### config.mk
export PLATFORM = sky130hd
export DESIGN_NAME = tube_r3_dma_ctrl
export DESIGN_NICKNAME = d
export VERILOG_FILES = /design/src/rtl/tube_pkg.sv /design/src/rtl/tube_pbus_cycle.sv /design/src/rtl/tube_r3_dma_ctrl.sv
export SDC_FILE = /design/constraint.sdc
export NUM_CORES = 1
export LEC_CHECK = 0
export CORE_MARGIN = 3
export CORE_UTILIZATION = 40
export CTS_BUF_LIST = sky130_fd_sc_hd__clkbuf_8
export DETAILED_ROUTE_END_ITERATION = 7
export PLACE_DENSITY = 0.81
export SETUP_SLACK_MARGIN = 0.02
export SLEW_MARGIN = 25
export SYNTH_ARGS = -nofsm -noshare
export SYNTH_HDL_FRONTEND = slang
export SYNTH_SLANG_ARGS = --single-unit
export TNS_END_PERCENT = 20
### constraint.sdc
create_clock -name p_clk -period 4.4 [get_ports p_clk]
set_clock_uncertainty 0.05 [all_clocks]
set_input_delay 0.66 -clock p_clk [delete_from_list [all_inputs] [get_ports p_clk]]
set_output_delay 0.66 -clock p_clk [all_outputs]
set_load 0.05 [all_outputs]
### src/rtl/tube_pkg.sv
`default_nettype none
// ------------------------------------------------------------------
// tube_pkg : shared types and constants for the Tube R3 DMA sequencer
// Rev 1.0
// ------------------------------------------------------------------
package tube_pkg;

  localparam logic [2:0] c_r3_addr = 3'b101;

  localparam logic c_dir_p2h = 1'b0;  // parasite memory -> Tube R3 (write R3)
  localparam logic c_dir_h2p = 1'b1;  // Tube R3 -> parasite memory (read R3)

  typedef enum logic [3:0] {
    S_IDLE       = 4'd0,
    S_ARM        = 4'd1,
    S_WAIT_NMI   = 4'd2,
    S_MEM_RD     = 4'd3,
    S_BUS_SETUP  = 4'd4,
    S_BUS_STROBE = 4'd5,
    S_BUS_HOLD   = 4'd6,
    S_MEM_WR     = 4'd7,
    S_NEXT       = 4'd8,
    S_GUARD      = 4'd9,
    S_FINISH     = 4'd10
  } dma_state_e;

  typedef enum logic [1:0] {
    PH_IDLE   = 2'd0,
    PH_SETUP  = 2'd1,
    PH_STROBE = 2'd2,
    PH_HOLD   = 2'd3
  } pbus_phase_e;

endpackage
`default_nettype wire

### src/rtl/tube_pbus_cycle.sv
`default_nettype none
// ------------------------------------------------------------------
// tube_pbus_cycle : one parasite-side Tube access (setup/strobe/hold)
// Rev 1.0
// ------------------------------------------------------------------
module tube_pbus_cycle
  import tube_pkg::*;
#(
  parameter int STROBE_CYC = 2
) (
  input  logic clk,
  input  logic rst_n,
  input  logic start,
  input  logic rd,
  output logic cs_b,
  output logic rd_b,
  output logic wr_b,
  output logic last_strobe,
  output logic done
);

  localparam int CW = (STROBE_CYC > 1) ? $clog2(STROBE_CYC) : 1;

  pbus_phase_e   phase_q, phase_d;
  logic [CW-1:0] cnt_q, cnt_d;
  logic          cs_b_q, cs_b_d;
  logic          rd_b_q, rd_b_d;
  logic          wr_b_q, wr_b_d;

  assign last_strobe = (phase_q == PH_STROBE) && (cnt_q == CW'(STROBE_CYC - 1));
  assign done        = (phase_q == PH_HOLD);

  always_comb begin
    phase_d = phase_q;
    cnt_d   = cnt_q;
    case (phase_q)
      PH_IDLE: begin
        if (start) phase_d = PH_SETUP;
      end
      PH_SETUP: begin
        phase_d = PH_STROBE;
        cnt_d   = '0;
      end
      PH_STROBE: begin
        if (last_strobe) phase_d = PH_HOLD;
        else             cnt_d   = cnt_q + CW'(1);
      end
      PH_HOLD: begin
        phase_d = PH_IDLE;
      end
      default: phase_d = PH_IDLE;
    endcase
    // Strobes are decoded from the next phase so they leave a flop glitch-free
    cs_b_d = (phase_d == PH_IDLE);
    rd_b_d = !((phase_d == PH_STROBE) && rd);
    wr_b_d = !((phase_d == PH_STROBE) && !rd);
  end

  always_ff @(posedge clk or negedge rst_n) begin
    if (!rst_n) begin
      phase_q <= PH_IDLE;
      cnt_q   <= '0;
      cs_b_q  <= 1'b1;
      rd_b_q  <= 1'b1;
      wr_b_q  <= 1'b1;
    end else begin
      phase_q <= phase_d;
      cnt_q   <= cnt_d;
      cs_b_q  <= cs_b_d;
      rd_b_q  <= rd_b_d;
      wr_b_q  <= wr_b_d;
    end
  end

  assign cs_b = cs_b_q;
  assign rd_b = rd_b_q;
  assign wr_b = wr_b_q;

endmodule
`default_nettype wire

### src/rtl/tube_r3_dma_ctrl.sv
`default_nettype none
// ------------------------------------------------------------------
// tube_r3_dma_ctrl : NMI-paced block mover between memory and Tube R3
// Rev 1.0
// ------------------------------------------------------------------
module tube_r3_dma_ctrl
  import tube_pkg::*;
#(
  parameter int ADDR_W      = 16,
  parameter int CNT_W       = 16,
  parameter int STROBE_CYC  = 2,
  parameter int SYNC_STAGES = 2
) (
  input  logic              p_clk,
  input  logic              p_rst_b,
  input  logic              start,
  input  logic              dir,
  input  logic              two_byte,
  input  logic [ADDR_W-1:0] base_addr,
  input  logic [CNT_W-1:0]  byte_count,
  input  logic              abort,
  input  logic              p_nmi_b,
  output logic [2:0]        p_addr,
  output logic              p_cs_b,
  output logic              p_rd_b,
  output logic              p_wr_b,
  output logic [7:0]        p_data_out,
  output logic              p_data_oe,
  input  logic [7:0]        p_data_in,
  output logic              mem_req,
  output logic              mem_we,
  output logic [ADDR_W-1:0] mem_addr,
  output logic [7:0]        mem_wdata,
  input  logic [7:0]        mem_rdata,
  input  logic              mem_ack,
  output logic              busy,
  output logic              done,
  output logic              aborted,
  output logic [CNT_W-1:0]  remaining
);

  localparam int GW = $clog2(SYNC_STAGES + 2);

  dma_state_e              state_q, state_d;
  logic [SYNC_STAGES-1:0]  sync_q, sync_d;
  logic                    dir_q, dir_d;
  logic                    two_byte_q, two_byte_d;
  logic [ADDR_W-1:0]       addr_q, addr_d;
  logic [CNT_W-1:0]        rem_q, rem_d;
  logic [1:0]              burst_q, burst_d;
  logic [7:0]              data_q, data_d;
  logic [GW-1:0]           guard_q, guard_d;
  logic                    abort_pend_q, abort_pend_d;
  logic                    aborted_q, aborted_d;
  logic                    busy_q, busy_d;
  logic                    done_q, done_d;
  logic                    mem_req_q, mem_req_d;
  logic                    mem_we_q, mem_we_d;
  logic                    oe_q, oe_d;

  logic                    nmi;
  logic                    cyc_start;
  logic                    cyc_last;
  logic                    cyc_done;
  logic [CNT_W-1:0]        rem_dec;
  logic [1:0]              burst_dec;

  assign nmi       = !sync_q[SYNC_STAGES-1];
  assign rem_dec   = rem_q - CNT_W'(1);
  assign burst_dec = burst_q - 2'd1;

  always_comb begin
    state_d      = state_q;
    dir_d        = dir_q;
    two_byte_d   = two_byte_q;
    addr_d       = addr_q;
    rem_d        = rem_q;
    burst_d      = burst_q;
    data_d       = data_q;
    guard_d      = guard_q;
    aborted_d    = aborted_q;
    sync_d       = sync_q;
    sync_d[0]    = p_nmi_b;
    for (int i = 1; i < SYNC_STAGES; i++) sync_d[i] = sync_q[i-1];

    // An abort seen mid-byte is remembered so the byte can finish cleanly
    abort_pend_d = abort_pend_q | (abort && (state_q != S_IDLE) && (state_q != S_FINISH));

    case (state_q)
      S_IDLE: begin
        abort_pend_d = 1'b0;
        if (start) begin
          dir_d      = dir;
          two_byte_d = two_byte;
          addr_d     = base_addr;
          rem_d      = byte_count;
          aborted_d  = 1'b0;
          state_d    = (byte_count == '0) ? S_FINISH : S_WAIT_NMI;
        end
      end
      S_ARM: state_d = S_WAIT_NMI;
      S_WAIT_NMI: begin
        if (abort_pend_d) begin
          aborted_d = 1'b1;
          state_d   = S_FINISH;
        end else if (nmi) begin
          burst_d = (two_byte_q && (rem_q >= CNT_W'(2))) ? 2'd2 : 2'd1;
          state_d = (dir_q == c_dir_h2p) ? S_BUS_SETUP : S_MEM_RD;
        end
      end
      S_MEM_RD: begin
        if (mem_ack) begin
          data_d  = mem_rdata;
          state_d = S_BUS_SETUP;
        end
      end
      S_BUS_SETUP: state_d = S_BUS_STROBE;
      S_BUS_STROBE: begin
        if (cyc_last) begin
          if (dir_q == c_dir_h2p) data_d = p_data_in;
          state_d = S_BUS_HOLD;
        end
      end
      S_BUS_HOLD: begin
        if (cyc_done) state_d = (dir_q == c_dir_h2p) ? S_MEM_WR : S_NEXT;
      end
      S_MEM_WR: begin
        if (mem_ack) state_d = S_NEXT;
      end
      S_NEXT: begin
        addr_d  = addr_q + ADDR_W'(1);
        rem_d   = rem_dec;
        burst_d = burst_dec;
        if (rem_dec == '0) begin
          aborted_d = abort_pend_d;
          state_d   = S_FINISH;
        end else if (abort_pend_d) begin
          aborted_d = 1'b1;
          state_d   = S_FINISH;
        end else if (burst_dec != 2'd0) begin
          state_d = (dir_q == c_dir_h2p) ? S_BUS_SETUP : S_MEM_RD;
        end else begin
          guard_d = '0;
          state_d = S_GUARD;
        end
      end
      S_GUARD: begin
        // Lets the NMI that started this burst drain out of the synchroniser
        if (abort_pend_d) begin
          aborted_d = 1'b1;
          state_d   = S_FINISH;
        end else if (guard_q == GW'(SYNC_STAGES)) begin
          state_d = S_WAIT_NMI;
        end else begin
          guard_d = guard_q + GW'(1);
        end
      end
      S_FINISH: begin
        abort_pend_d = 1'b0;
        state_d      = S_IDLE;
      end
      default: state_d = S_IDLE;
    endcase

    busy_d    = !((state_d == S_IDLE) || (state_d == S_FINISH));
    done_d    = (state_d == S_FINISH);
    mem_req_d = (state_d == S_MEM_RD) || (state_d == S_MEM_WR);
    mem_we_d  = (state_d == S_MEM_WR);
    oe_d      = ((state_d == S_BUS_SETUP) || (state_d == S_BUS_STROBE) ||
                 (state_d == S_BUS_HOLD)) && (dir_d == c_dir_p2h);
  end

  assign cyc_start = (state_d == S_BUS_SETUP);

  always_ff @(posedge p_clk or negedge p_rst_b) begin
    if (!p_rst_b) begin
      state_q      <= S_IDLE;
      sync_q       <= '1;
      dir_q        <= c_dir_p2h;
      two_byte_q   <= 1'b0;
      addr_q       <= '0;
      rem_q        <= '0;
      burst_q      <= 2'd0;
      data_q       <= 8'h00;
      guard_q      <= '0;
      abort_pend_q <= 1'b0;
      aborted_q    <= 1'b0;
      busy_q       <= 1'b0;
      done_q       <= 1'b0;
      mem_req_q    <= 1'b0;
      mem_we_q     <= 1'b0;
      oe_q         <= 1'b0;
    end else begin
      state_q      <= state_d;
      sync_q       <= sync_d;
      dir_q        <= dir_d;
      two_byte_q   <= two_byte_d;
      addr_q       <= addr_d;
      rem_q        <= rem_d;
      burst_q      <= burst_d;
      data_q       <= data_d;
      guard_q      <= guard_d;
      abort_pend_q <= abort_pend_d;
      aborted_q    <= aborted_d;
      busy_q       <= busy_d;
      done_q       <= done_d;
      mem_req_q    <= mem_req_d;
      mem_we_q     <= mem_we_d;
      oe_q         <= oe_d;
    end
  end

  tube_pbus_cycle #(
    .STROBE_CYC (STROBE_CYC)
  ) u_pbus (
    .clk         (p_clk),
    .rst_n       (p_rst_b),
    .start       (cyc_start),
    .rd          (dir_q),
    .cs_b        (p_cs_b),
    .rd_b        (p_rd_b),
    .wr_b        (p_wr_b),
    .last_strobe (cyc_last),
    .done        (cyc_done)
  );

  assign p_addr     = c_r3_addr;
  assign p_data_out = data_q;
  assign p_data_oe  = oe_q;
  assign mem_req    = mem_req_q;
  assign mem_we     = mem_we_q;
  assign mem_addr   = addr_q;
  assign mem_wdata  = data_q;
  assign busy       = busy_q;
  assign done       = done_q;
  assign aborted    = aborted_q;
  assign remaining  = rem_q;

endmodule
`default_nettype wire

==> run metrics, run 1 <==
Post-Route WL=11130 microns; Synthesis Warnings=0; Post-synth EDFFs=0; setup tns final=0 ns; share of layout cells above drive strength 1=8.523%; hold path startpoint=sync_q[0]; Layout Nets=589; chip width=103.9 microns; antenna cells=0; Power Total=4.239 mW; Crit path max-delay family=simple AND/OR/NAND/NOR gates; Routed wire per std cell=16.93 microns; Clock Latency Late Sink=0.34 ns; Via Count=3644; initial antenna violation count=0; Critical Path AT=3.28 ns; Hold Path Sink=sync_q[1]; CTS clk-pin slew, worst paths=0.08 ns; Max Cap Violations=0; Fmax achieved=327.8 MHz; max incr delay on CP=0.45 ns; FFs w/ async S/R, synth=100.0%; fillcell total=882; Leakage=2.038 nW; DRT antenna net count=0; grt total ovfl=0; R2R Setup Slk=1.35 ns; critical path class=reg2reg; GR Layer Usage met2=34.73%; Final Setup Violations=0; gpl congestion=0.8818; Tcrit/Tclk final=69.34%; CTS tree=built; Synth-to-Final Area Change=34.28%; CTS H-tree lvls=3; R2R Path End=u_pbus.cs_b; r2r worst-path depth=10; CTS Hold Bufs=0; Top FF cell, synth=dfrtp_1; critical-path cell list=inv_1, ha_1, nor3b_2, nand2_1, xnor2_1, nor4_1, nand3_2, a31o_4, a41oi_4, and2b_1; worst reg2reg path startpoint=remaining[0]; Sink Count=65; chip height=103.9 microns; Crit path buffers/inverters=1; Hold Crit Depth=0; first-pass GRT wire length=18260 microns; Final Hold Vio Count=0; post-route setup slack=1.349 ns; number of global-route vias before repair=3719; Place WS=1.392 ns; Worst EP required=4.63 ns; Synth cell types=65; Max Slew Vio Count=0; cts bufs inserted=9; Hold WC Path Type=reg2reg; core footprint=9284 sq um; PD cells=823.7 nW/um^2; grt peak-use layer=met2; syn avg cell area=8.954 sq um; # DRC=0; top-count cell post-synth=dfrtp_1; HPWL after DPL=8257 microns; Post-synth top cells=60 x dfrtp_1, 47 x nor2_1, 42 x nand2_1; Least-Margin Pin Slew=0.9826 ns; post-synthesis sequential element count=65; RSZ-0062 raised after global routing=false; GR Util met1=26.70%; CP Launch Type=flip-flop; post-CTS sizing=0; post-CTS setup buffers=0; Via density=5.546; Ports=116; drt first pass iters=4; sequential fraction of the synthesis area=42.61%; CTS max path bufs=2; Placement Rows=35; Slew headroom=34.25%; First DRT Iteration DRCs=142; outcome=finished clean; Syn Inst Count=428; largest net degree at the start of global routing=35; Port-buffer cells=112; GRT met3 Usage=2.855%; slowest CP cell=dfrtp_1; top cells by area, synth=dfrtp_1 39%, nor2_1 4.6%, nand2_1 4.1%, dfstp_2 3.4%, ha_1 3.3%; CP max FO=7; Post-Syn Area=3832 sq um; Worst Setup End Kind=flip-flop; Synth top area share=39.18%; CTS root buf=clkbuf_8; Peak VDD IR=356.7 uV; die area=10790 sq um; starting density of the core=41.28%; Tot GR Track Use=20.53%; fin crit period=3.051 ns; area leader, netlist=dfrtp_1
## cells in the final DEF (no fill, tap or decap), drive strengths merged, types with 4 or more instances in the layout
master         netlist  layout
nor3                13      13
clkdlybuf4s50        0     111
nand2b               9       9
and2                 4       4
a21o                 4       4
nand4                5       5
a311oi               7       7
dfstp                5       5
o311ai               4       4
nand3               16      16
o21ai               21      21
clkbuf              19       9
nand2               42      42
clkinv               1       6
nor2                49      49
a21oi               26      26
or3                  4       4
mux2i                9       9
inv                 18      18
ha                  10      10
o211ai               5       5
and3                 6       6
dfrtp               60      60
nor4                10      10
a221o                9       9
buf                 15       6
a211oi               8       8
nor2b                4       4
## where the power goes
part / total [mW] / switching, mW / internal [mW]
logic: 2.58 / 1.66 / 0.916
registers: 1.21 / 0.337 / 0.876
clock network: 0.451 / 0.248 / 0.203
## worst register-to-register path: cells and delay by family, from the launching register on
kind,cells,cell delay [ns]
and+or+nand+nor,5,1.41
AOI/OAI and AO/OA,2,0.53
DFF,1,0.45
adders and majority gates,1,0.23
xor gates and xnor gates,1,0.17
buffers and inverters,1,0.16
## how the worst max path moves through the flow
stage,depth (start not counted),from,slack [ns],to
after floorplan,10,remaining[0],1.53,u_pbus.cs_b
after global placement,6,start,1.51,remaining[3]
after detailed placement,10,remaining[0],1.39,u_pbus.cs_b
after CTS,10,remaining[0],1.36,u_pbus.cs_b
after global routing,10,remaining[0],1.09,u_pbus.cs_b
final,10,remaining[0],1.35,u_pbus.cs_b
## kinds of logic after synthesis
logic type               Yosys count  synth area share (%)
AO/OA/AOI/OAI                    111                 21.25
XOR/XNOR                           4                0.9143
adder cells (fa/ha/maj)           10                 3.265
buffers and inverters             53                 6.692
flip-flops                        65                 42.61
multiplexers                      10                 2.645
other                              2                0.1960
AND/OR/NAND/NOR                  173                 22.43
## registers in the layout (all words and copies together), names as in the netlist, 2 cells and up
signal,cells
mem_wdata,8
sync_q,2
guard_q,2
mem_addr,16
u_pbus.phase_q,2
remaining,16
burst_q,2
state_q,4
## layout make-up
class / instances / area, sq um / area share (%)
timing repair buffer: 117 / 1154 / 22.42
sequential: 65 / 1633 / 31.73
clock buffer: 9 / 123.9 / 2.407
clock inverter: 7 / 47.55 / 0.9239
inverter: 19 / 71.32 / 1.386
multi-input combinational: 311 / 1956 / 38.00
tap: 129 / 161.4 / 3.136
## stage by stage
step / utilization, % / std cells / cell area, sq um / hold WS [ns]
after floorplan: - / 429 / 3836 / 0.2952
after global placement: 53.54 / 641 / 4971 / 0.2969
after detailed placement: 53.54 / 641 / 4971 / 0.2987
after CTS: 55.39 / 657 / 5142 / 0.3106
after global routing: 55.43 / 657 / 5146 / 0.3136
final: 55.43 / 657 / 5146 / 0.3095
## metal layers
layer | vias up | share of wire (%)
met2 | 117 | 50
li1 | 1734 | -
met5 | - | 0
met4 | 0 | 1.5
met1 | 1781 | 43
met3 | 12 | 5.2
Power figures use the tool's default switching activity.
==> inputs of run 2 (changes only) <==
- PLACE_DENSITY: 0.81 -> 0.84
- clock period: 4.4 -> 2.7 ns (I/O delays scaled with it)
==> run 2 against run 1 <==
  * Sequential power rose by 60%
  * Clock power rose by 82%
  * Via count is 4.3% higher
  * Total power up 69%
  * Critical path depth decreased by 2
  * Register-to-register slack got worse by 1.3 ns
  * Non-clock buffer count grew 18
  * Highest routed layer unchanged
==> run metrics, run 2 (same netlist as run 1, synthesis figures left out) <==
Sink Count=65 (unchanged); Ports=116 (unchanged); Max Slew Vio Count=0 (unchanged); Tot GR Track Use=21.07% (was 20.53%); Layout Nets=607 (was 589); drt first pass iters=4 (unchanged); Least-Margin Pin Slew=0.6965 ns (was 0.9826 ns); Hold WC Path Type=reg2reg (unchanged); Hold Path Sink=sync_q[1] (unchanged); CTS clk-pin slew, worst paths=0.09 ns (was 0.08 ns); die area=10790 sq um (unchanged); commonest non-fill, non-tap cell in the layout=clkdlybuf4s50_1 (unchanged); Fmax achieved=383.8 MHz (was 327.8 MHz); Via Count=3800 (was 3644); first-pass GRT wire length=18820 microns (was 18260 microns); Final Hold Vio Count=0 (unchanged); chip width=103.9 microns (unchanged); worst reg2reg path startpoint=remaining[2] (was remaining[0]); gpl congestion=0.9070 (was 0.8818); Placement Rows=35 (unchanged); CTS root buf=clkbuf_8 (unchanged); fin crit period=2.605 ns (was 3.051 ns); r2r worst-path depth=8 (was 10); grt total ovfl=0 (unchanged); antenna cells=0 (unchanged); Port-buffer cells=112 (unchanged); DRT antenna net count=0 (unchanged); Worst EP required=2.93 ns (was 4.63 ns); Hold WS=0.3077 ns (was 0.3095 ns); core footprint=9284 sq um (unchanged); Clock Latency Late Sink=0.35 ns (was 0.34 ns); R2R Path End=u_pbus.cs_b (unchanged); initial antenna violation count=0 (unchanged); CP Launch Type=flip-flop (unchanged); starting density of the core=41.28% (unchanged); RSZ-0062 raised after global routing=true (was false); post-route cell area=5358 sq um (was 5146 sq um); outcome=finished clean (unchanged); CTS H-tree lvls=3 (unchanged); Via density=5.630 (was 5.546); largest net degree at the start of global routing=33 (was 35); First DRT Iteration DRCs=244 (was 142); chip height=103.9 microns (unchanged); CTS max path bufs=2 (unchanged); # DRC=0 (unchanged); CTS tree=built (unchanged); Tcrit/Tclk final=96.49% (was 69.34%); Synth-to-Final Area Change=39.80% (was 34.28%); Worst Setup End Kind=flip-flop (unchanged); placed inst area=5084 sq um (was 4971 sq um); CP max FO=10 (was 7); number of global-route vias before repair=3828 (was 3719); Peak VDD IR=787.8 uV (was 356.7 uV); final core occ=57.71% (was 55.43%); Max Cap Violations=0 (unchanged); Leakage=2.132 nW (was 2.038 nW); commonest cells after routing, fill and taps aside=111 x clkdlybuf4s50_1, 57 x dfrtp_1, 46 x nor2_1 (was 111 x clkdlybuf4s50_1, 60 x dfrtp_1, 47 x nor2_1); R2R Setup Slk=0.09 ns (was 1.35 ns); post-route setup slack=0.09475 ns (was 1.349 ns); Critical Path AT=2.83 ns (was 3.28 ns); hold path startpoint=sync_q[0] (unchanged); Place WS=-0.03886 ns (was 1.392 ns); share of layout cells above drive strength 1=13.19% (was 8.523%); cts bufs inserted=9 (unchanged); critical path class=reg2reg (unchanged); HPWL after DPL=8236 microns (was 8257 microns); Post-Route WL=11260 microns (was 11130 microns); Final Setup Violations=0 (unchanged); setup tns final=0 ns (unchanged); Slew headroom=53.39% (was 34.25%); Routed wire per std cell=16.68 microns (was 16.93 microns); Hold Crit Depth=0 (unchanged); PD cells=1339 nW/um^2 (was 823.7 nW/um^2)
-- run 2: cell types whose count changed in the layout (fill, tap and decap cells not counted), moves of 2 or more --
cell / delta
buf_4: +17
dfrtp_1: -3
dfrtp_2: +3
inv_1: -2
-- run 2: power by group --
group	internal (mW)	total [mW]	switching (mW)
Clock	0.424	0.821	0.397
Sequential	1.43	1.94	0.506
Combinational	1.60	4.41	2.81
-- run 2: critical path, stage by stage, from the launching register on --
cell and delay [ns]:
dfrtp_1 0.51, or4_4 0.67, nor2_1 0.12, a21oi_1 0.08, o32ai_2 0.19, nand3_2 0.20
a31o_4 0.29, a41oi_4 0.26, and2b_1 0.17
-- run 2: layer usage --
metal | up-vias | GRT usage [%] | routed length [microns]
li1 | 1769 | - | -
met1 | 1848 | 27.06 | 4599
met2 | 154 | 34.68 | 5634
met3 | 29 | 2.980 | 691
met4 | 0 | 10.83 | 335
met5 | - | 0 | 0
-- run 2: how the worst max path moves through the flow --
stage                 start           to  slack, ns  cells after the start
3_5_place_dp   remaining[0]  u_pbus.rd_b      -0.04                     10
3_3_place_gp   remaining[0]  u_pbus.cs_b       0.10                     10
2_1_floorplan  remaining[2]  u_pbus.cs_b       0.03                     10
5_1_grt        remaining[0]  u_pbus.cs_b    -0.0009                     10
4_1_cts        remaining[0]  u_pbus.rd_b       0.02                     10
6_report       remaining[2]  u_pbus.cs_b       0.09                      8
-- run 2: final cells by class --
cell class	instances	area [sq um]
Clock inverter	7	71.32
Fill cell	843	3926
Clock buffer	9	123.9
Multi-Input combinational cell	311	1999
Tap cell	129	161.4
Sequential cell	65	1637
Timing Repair Buffer	135	1291
Inverter	19	73.82
-- run 2: metrics by stage --
step | power, mW | instances
detailed placement | 6.268 | 654
global route | 7.603 | 675
floorplan | 4.899 | 429
CTS | 7.141 | 675
finish | 7.172 | 675
global placement | 6.166 | 654
-- run 2: repair_timing --
item	in CTS	in global routing
endpoints found under the hold margin	16	0
pin swaps	2	5
hold buffers	1	0
setup buffers	4	0
endpoints found under the setup margin	5	11
gates resized for setup	1	9
==> edit 1 (flow settings as in run 2) <==
Take the reset off `data_q` and load it in a clocked block of its own.
--- a/src/rtl/tube_r3_dma_ctrl.sv
+++ b/src/rtl/tube_r3_dma_ctrl.sv
@@ -183,3 +183,2 @@
       burst_q      <= 2'd0;
-      data_q       <= 8'h00;
       guard_q      <= '0;
@@ -200,3 +199,2 @@
       burst_q      <= burst_d;
-      data_q       <= data_d;
       guard_q      <= guard_d;
@@ -210,2 +208,6 @@
     end
+  end
+
+  always_ff @(posedge p_clk) begin
+    data_q <= data_d;
   end
Check against the original RTL: differs if p_rst_b is asserted again (counterexample within 10 cycles, from zero or initial values and one cycle with p_rst_b low); with p_rst_b held inactive, the same outputs for 10 cycles.
==> edit 1 against run 2 <==
  * Cell area is 4.6% lower
  * Area after synthesis is 2.9% lower
  * Wire length is 4.9% lower
  * Total power is 16% lower
  * Setup slack better by 0.063 ns
  * Non-clock buffer count is 7 lower
  * Via count is 5.3% lower
  * Combinational power is 21% lower
  * Hold slack better by 0.0052 ns
  * Largest power group unchanged
  * Sequential cell count stayed put
  * Final cell count is 7.4% lower
  * Synthesized cell count is 5.6% lower
==> edit 1: results (changes against run 2) <==
[final_layout]
filler_cell_count = 740  ; -12%
fin_nets = 579  ; -4.6%
layout-drive-gt1-share_pct = 11.0  ; -2.2 points

[worst_setup_path]
ff2ff_setup_slack_ns = 0.16  ; +0.06 ns
r2r_start = remaining[0]$_DFFE_PN0P_
worstPathMaxFanout = 6  ; -4
worstRegToRegCells = 9  ; +1
critical_path_arrival_ns = 2.77  ; -0.06 ns

[global_route]
grt_start_max_net_pins = 30  ; -9.1%
vias_in_the_first_global_route = 3530  ; -7.8%
grt_first_pass_wirelength_um = 16800  ; -11%
antenna_found_initial = 0  ; unchanged
grt_use_total_pct = 20.4  ; -0.71 points

[power]
power.leakage_uw = 0.00205  ; -4.1%
vdd.ir_drop.worst_uv = 617  ; -22%

[yosys]
synth_edf_count = 8  ; +8
asyncSetResetFlopFracSynth_pct = 87.7  ; -12 points
post_synth_main_area_contributors = dfrtp_1, edfxtp_1, nand2_1, nor2_1, dfstp_2
top_cells_by_instance_count_after_synthesis = dfrtp_1, nand2_1, nor2_1, o21ai_0, inv_1
synth.yosys.seq_area_share_pct = 44.9  ; +2.3 points
yosys_warnings = 0  ; unchanged
synthDistinctLibCells = 59  ; -9.2%

[clock_tree]
clkTransAtPathRegs_ns = 0.07  ; -0.02 ns
worst_skew_late_latency_ns = 0.34
cts_root_buf = clkbuf_8

[place]
port-buffer-count = 112  ; unchanged
globalplace.congestion = 0.927  ; +2.2%
hpwl_um = 8060  ; -2.2%

[drt]
via_per_inst = 5.76  ; +2.3%
drt_iter0_drc = 274  ; +12%
wire_per_inst_um = 17.1  ; +2.7%
drt_pre_antenna_iters = 5  ; +1

[run_status]
outcome = finished clean

[timing]
timing.max_slew.rel_slack_pct = 46.0  ; -7.4 points

## edit 1: changes by cell type after synthesis, sizes merged, moves of 7 or more
cell / delta
dfrtp: -8
mux2: +7
edfxtp: +8
nor2: -12
a21oi: -9
mux2i: -7
## edit 1: repair_timing
action                                  4_1_cts  5_1_grt
gates resized for setup                       0        5
setup buffers                                 0        0
hold buffers                                  1        0
hold endpoints to repair                     16        0
endpoints found under the setup margin        0        5
## edit 1: cells by family after synthesis
kind of cell    count (synthesis)  synth area share, %
buf+inv                        49                 6.39
compound gates                104                 19.3
fa+ha+maj                      10                 3.36
mux                            10                 2.96
other cells                     2                0.202
xor+xnor                        3                0.706
simple gates                  161                 22.2
flops                          65                 44.9
## edit 1: final cells by class
cell class / count / area, um^2 / area share, %
Multi-Input combinational cell: 291 / 1840 / 36.0
Sequential cell: 65 / 1680 / 32.8
Timing Repair Buffer: 128 / 1240 / 24.2
Tap cell: 108 / 135 / 2.65
Clock buffer: 9 / 124 / 2.42
Inverter: 18 / 67.6 / 1.32
Clock inverter: 6 / 30.0 / 0.588
## edit 1: routing by layer
layer  track usage, %  wire, um
met2             33.2      5340
met3             5.12       780
met4             7.27       239
met5                0         0
met1             26.3      4360
## edit 1: worst min-delay path by stage
stage,start,end,slack [ns],cells past startpoint
2_1_floorplan,p_rst_b,abort_pend_q$_DFF_PN0_,0.06,0
3_3_place_gp,sync_q[0]$_DFF_PN1_,sync_q[1]$_DFF_PN1_,0.30,0
3_5_place_dp,sync_q[0]$_DFF_PN1_,sync_q[1]$_DFF_PN1_,0.30,0
4_1_cts,sync_q[0]$_DFF_PN1_,sync_q[1]$_DFF_PN1_,0.31,0
5_1_grt,sync_q[0]$_DFF_PN1_,sync_q[1]$_DFF_PN1_,0.32,0
6_report,sync_q[0]$_DFF_PN1_,sync_q[1]$_DFF_PN1_,0.31,0
## edit 1: report_power, final
part	switching, uW	internal (uW)
registers	462	1390
clock network	355	316
logic	2230	1250
total	3040	2960
## edit 1: metrics by stage
stage	cells	worst slack, ns	total power [uW]	cell area [um^2]	hold WS (ns)
2_1_floorplan	405	0.117	4130	3730	0.0594
3_3_place_gp	609	0.256	5170	4920	0.298
3_5_place_dp	609	0.0816	5280	4920	0.298
4_1_cts	625	0.0705	5970	5090	0.314
5_1_grt	625	0.0164	6360	5110	0.318
6_report	625	0.158	6000	5110	0.313
## edit 1: worst max-delay path: stages (launching register included)
cell and delay (ns):
dfrtp_2 0.44, inv_1 0.13, ha_2 0.25, nor3b_4 0.25, and3_2 0.28, nor4_4 0.08, or4_1 0.41, and3_4 0.19
a41oi_4 0.24, and2b_1 0.16
==> edit 2 (flow settings as in run 2) <==
Without the edit above. `STROBE_CYC` is set to 2 in 2 places; all go to 4.
--- a/src/rtl/tube_pbus_cycle.sv
+++ b/src/rtl/tube_pbus_cycle.sv
@@ -8,3 +8,3 @@
 #(
-  parameter int STROBE_CYC = 2
+  parameter int STROBE_CYC = 4
 ) (
--- a/src/rtl/tube_r3_dma_ctrl.sv
+++ b/src/rtl/tube_r3_dma_ctrl.sv
@@ -10,3 +10,3 @@
   parameter int CNT_W       = 16,
-  parameter int STROBE_CYC  = 2,
+  parameter int STROBE_CYC  = 4,
   parameter int SYNC_STAGES = 2
Function: changed (Yosys sat finds a counterexample within 10 cycles, from zero or initial values and one cycle with p_rst_b low).
==> edit 2 against run 2 <==
  * Setup slack worse by 0.016 ns
  * Sequential cell count up 1
  * Critical path depth up 1
  * Maximum frequency down 0.63%
  * Clock power up 27%
  * Area after synthesis up 5.0%
  * Total power up 8.1%
  * Synthesized cell count up 7.0%
  * Wire length up 9.6%
  * Cell area up 9.5%
  * Global-route usage up 1.2 points
  * Largest cell class unchanged
==> edit 2: results (changes against run 2) <==
[clock_tree]
cts_root_buf = clkbuf_8
cts-htree-levels = 3  ; unchanged
clkTransAtPathRegs_ns = 0.08
cts_buffers = 9  ; unchanged
cts.path.max_buffers = 2  ; unchanged
worst_skew_late_latency_ns = 0.35  ; about the same

[run_status]
outcome = finished clean

[global_route]
grt_use_total_pct = 22.3  ; +1.2 points
grt_start_max_net_pins = 43  ; +30%
grt_first_pass_wirelength_um = 20500  ; +8.9%
antenna_found_initial = 0  ; unchanged

[yosys]
synth.yosys.seq_area_share_pct = 41.2  ; -1.4 points
yosys_warnings = 0  ; unchanged
asyncSetResetFlopFracSynth_pct = 100  ; unchanged
syn-instance-count = 458  ; +7.0%
synth_flop_cell = dfrtp_1
post_synth_main_area_contributors = dfrtp_1, nand2_1, o21ai_0, nor2_1, ha_1
top_cells_by_instance_count_after_synthesis = dfrtp_1, nand2_1, nor2_1, o21ai_0, a21oi_1
synthDistinctLibCells = 69  ; +6.2%

[final_layout]
fin_nets = 668  ; +10%
non_filler_cells_final = 735  ; +8.9%
insertedDiodeCount = 0  ; unchanged
layout-drive-gt1-share_pct = 18.3  ; +5.1 points

[hold_path]
hold-path-endpoint = sync_q[1]$_DFF_PN1_
timing.hold.worst.start = sync_q[0]$_DFF_PN1_
timing.hold.worst_path_depth = 0  ; unchanged
holdCritPathClass = reg -> reg

[drt]
drt_iter0_drc = 288  ; +18%
wire_per_inst_um = 16.8  ; +0.63%
detailroute.via_count = 4177  ; +9.9%
drt_pre_antenna_iters = 4  ; unchanged

[worst_setup_path]
ff2ff_setup_slack_ns = 0.08  ; -0.02 ns
endpoint_of_the_lowest_slack_register_to_register_path = busy$_DFF_PN0_
critical_path_arrival_ns = 2.79  ; -0.04 ns
r2r_start = remaining[2]$_DFFE_PN0P_
worstRegToRegCells = 9  ; +1
worstPathMaxFanout = 5  ; -5

[power]
power.leakage_uw = 0.00237  ; +11%
vdd.ir_drop.worst_uv = 736  ; -6.5%

[place]
port-buffer-count = 112  ; unchanged
globalplace.congestion = 0.936  ; +3.2%
dpl.cell_count = 716  ; +9.5%
hpwl_um = 9270  ; +13%

[timing]
timing.max_slew.rel_slack_pct = 64.1  ; +11 points

==> edit 2: changes by cell type after synthesis, moves of 4 or more <==
cell / before / now
o21ai_0: 20 / 37
nor2_1: 47 / 38
nand2b_1: 9 / 5
nand2_1: 42 / 53
a311oi_1: 7 / 2
o22ai_1: 2 / 7
==> edit 2: worst max path at each step <==
stage                        startpoint              to  slack [ns]  cells after the start
2_1_floorplan  remaining[5]$_DFFE_PN0P_  busy$_DFF_PN0_      -0.002                      7
3_3_place_gp              byte_count[3]  busy$_DFF_PN0_       -0.06                      8
6_report       remaining[2]$_DFFE_PN0P_  busy$_DFF_PN0_        0.08                      9
3_5_place_dp             byte_count[10]  busy$_DFF_PN0_       -0.13                      8
4_1_cts        remaining[1]$_DFFE_PN0P_  busy$_DFF_PN0_        0.04                      8
5_1_grt        remaining[2]$_DFFE_PN0P_  busy$_DFF_PN0_       -0.02                      9
==> edit 2: worst max-delay path: stages (launching register included) <==
cell and delay, ns:
dfrtp_2 0.43, nor4_4 0.26, buf_4 0.18, buf_4 0.12
nand4_1 0.11, xnor2_1 0.19, nor4_1 0.43, a31o_2 0.28
nor3_1 0.07, or4_1 0.40
==> edit 2: layer usage <==
metal / share of wire, % / GRT usage (%) / up-vias
met2: 46 / 36.0 / 177
met5: 0 / 0 / -
li1: - / - / 1960
met4: 2.6 / 9.71 / 0
met1: 44 / 29.4 / 2010
met3: 6.5 / 3.95 / 30
==> edit 2: what timing repair did <==
action / in CTS / in global routing
setup endpoints to repair: 1 / 5
pin swaps: 2 / 4
endpoints found under the hold margin: 0 / 1
hold buffers: 0 / 1
resized for setup: 2 / 8
setup buffers: 0 / 2
==> edit 2: final cells by class <==
type	instances	area [um^2]
clock buffer	10	138
clock inverter	6	114
fill	829	3640
inverter	19	71.3
multi-input combinational	343	2190
sequential	66	1680
tap	129	161
timing repair buffer	162	1510
==> edit 2: power breakdown <==
group	total (uW)	internal, uW	leakage [uW]	switching (uW)
Clock	1040	640	0.000119	397
Sequential	1950	1450	0.000767	499
Combinational	4770	1850	0.00149	2920
==> edit 2: through the flow <==
| step | power, uW | cell area [um^2] | setup slack (ns) | hold WS, ns |
|---|---|---|---|---|
| global placement | 6520 | 5530 | -0.0600 | 0.296 |
| finish | 7760 | 5870 | 0.0784 | 0.310 |
| global route | 8240 | 5870 | -0.0206 | 0.318 |
| detailed placement | 6630 | 5530 | -0.133 | 0.298 |
| floorplan | 4980 | 4080 | -0.00172 | 0.0594 |
| CTS | 7720 | 5790 | 0.0438 | 0.169 |
==> edit 2: kinds of logic after synthesis <==
logic type | synth area share [%]
simple gates | 23.6
compound gates | 21.7
flops | 41.2
buf+inv | 5.87
fa+ha+maj | 3.42
mux | 2.77
xor+xnor | 1.31
other cells | 0.187
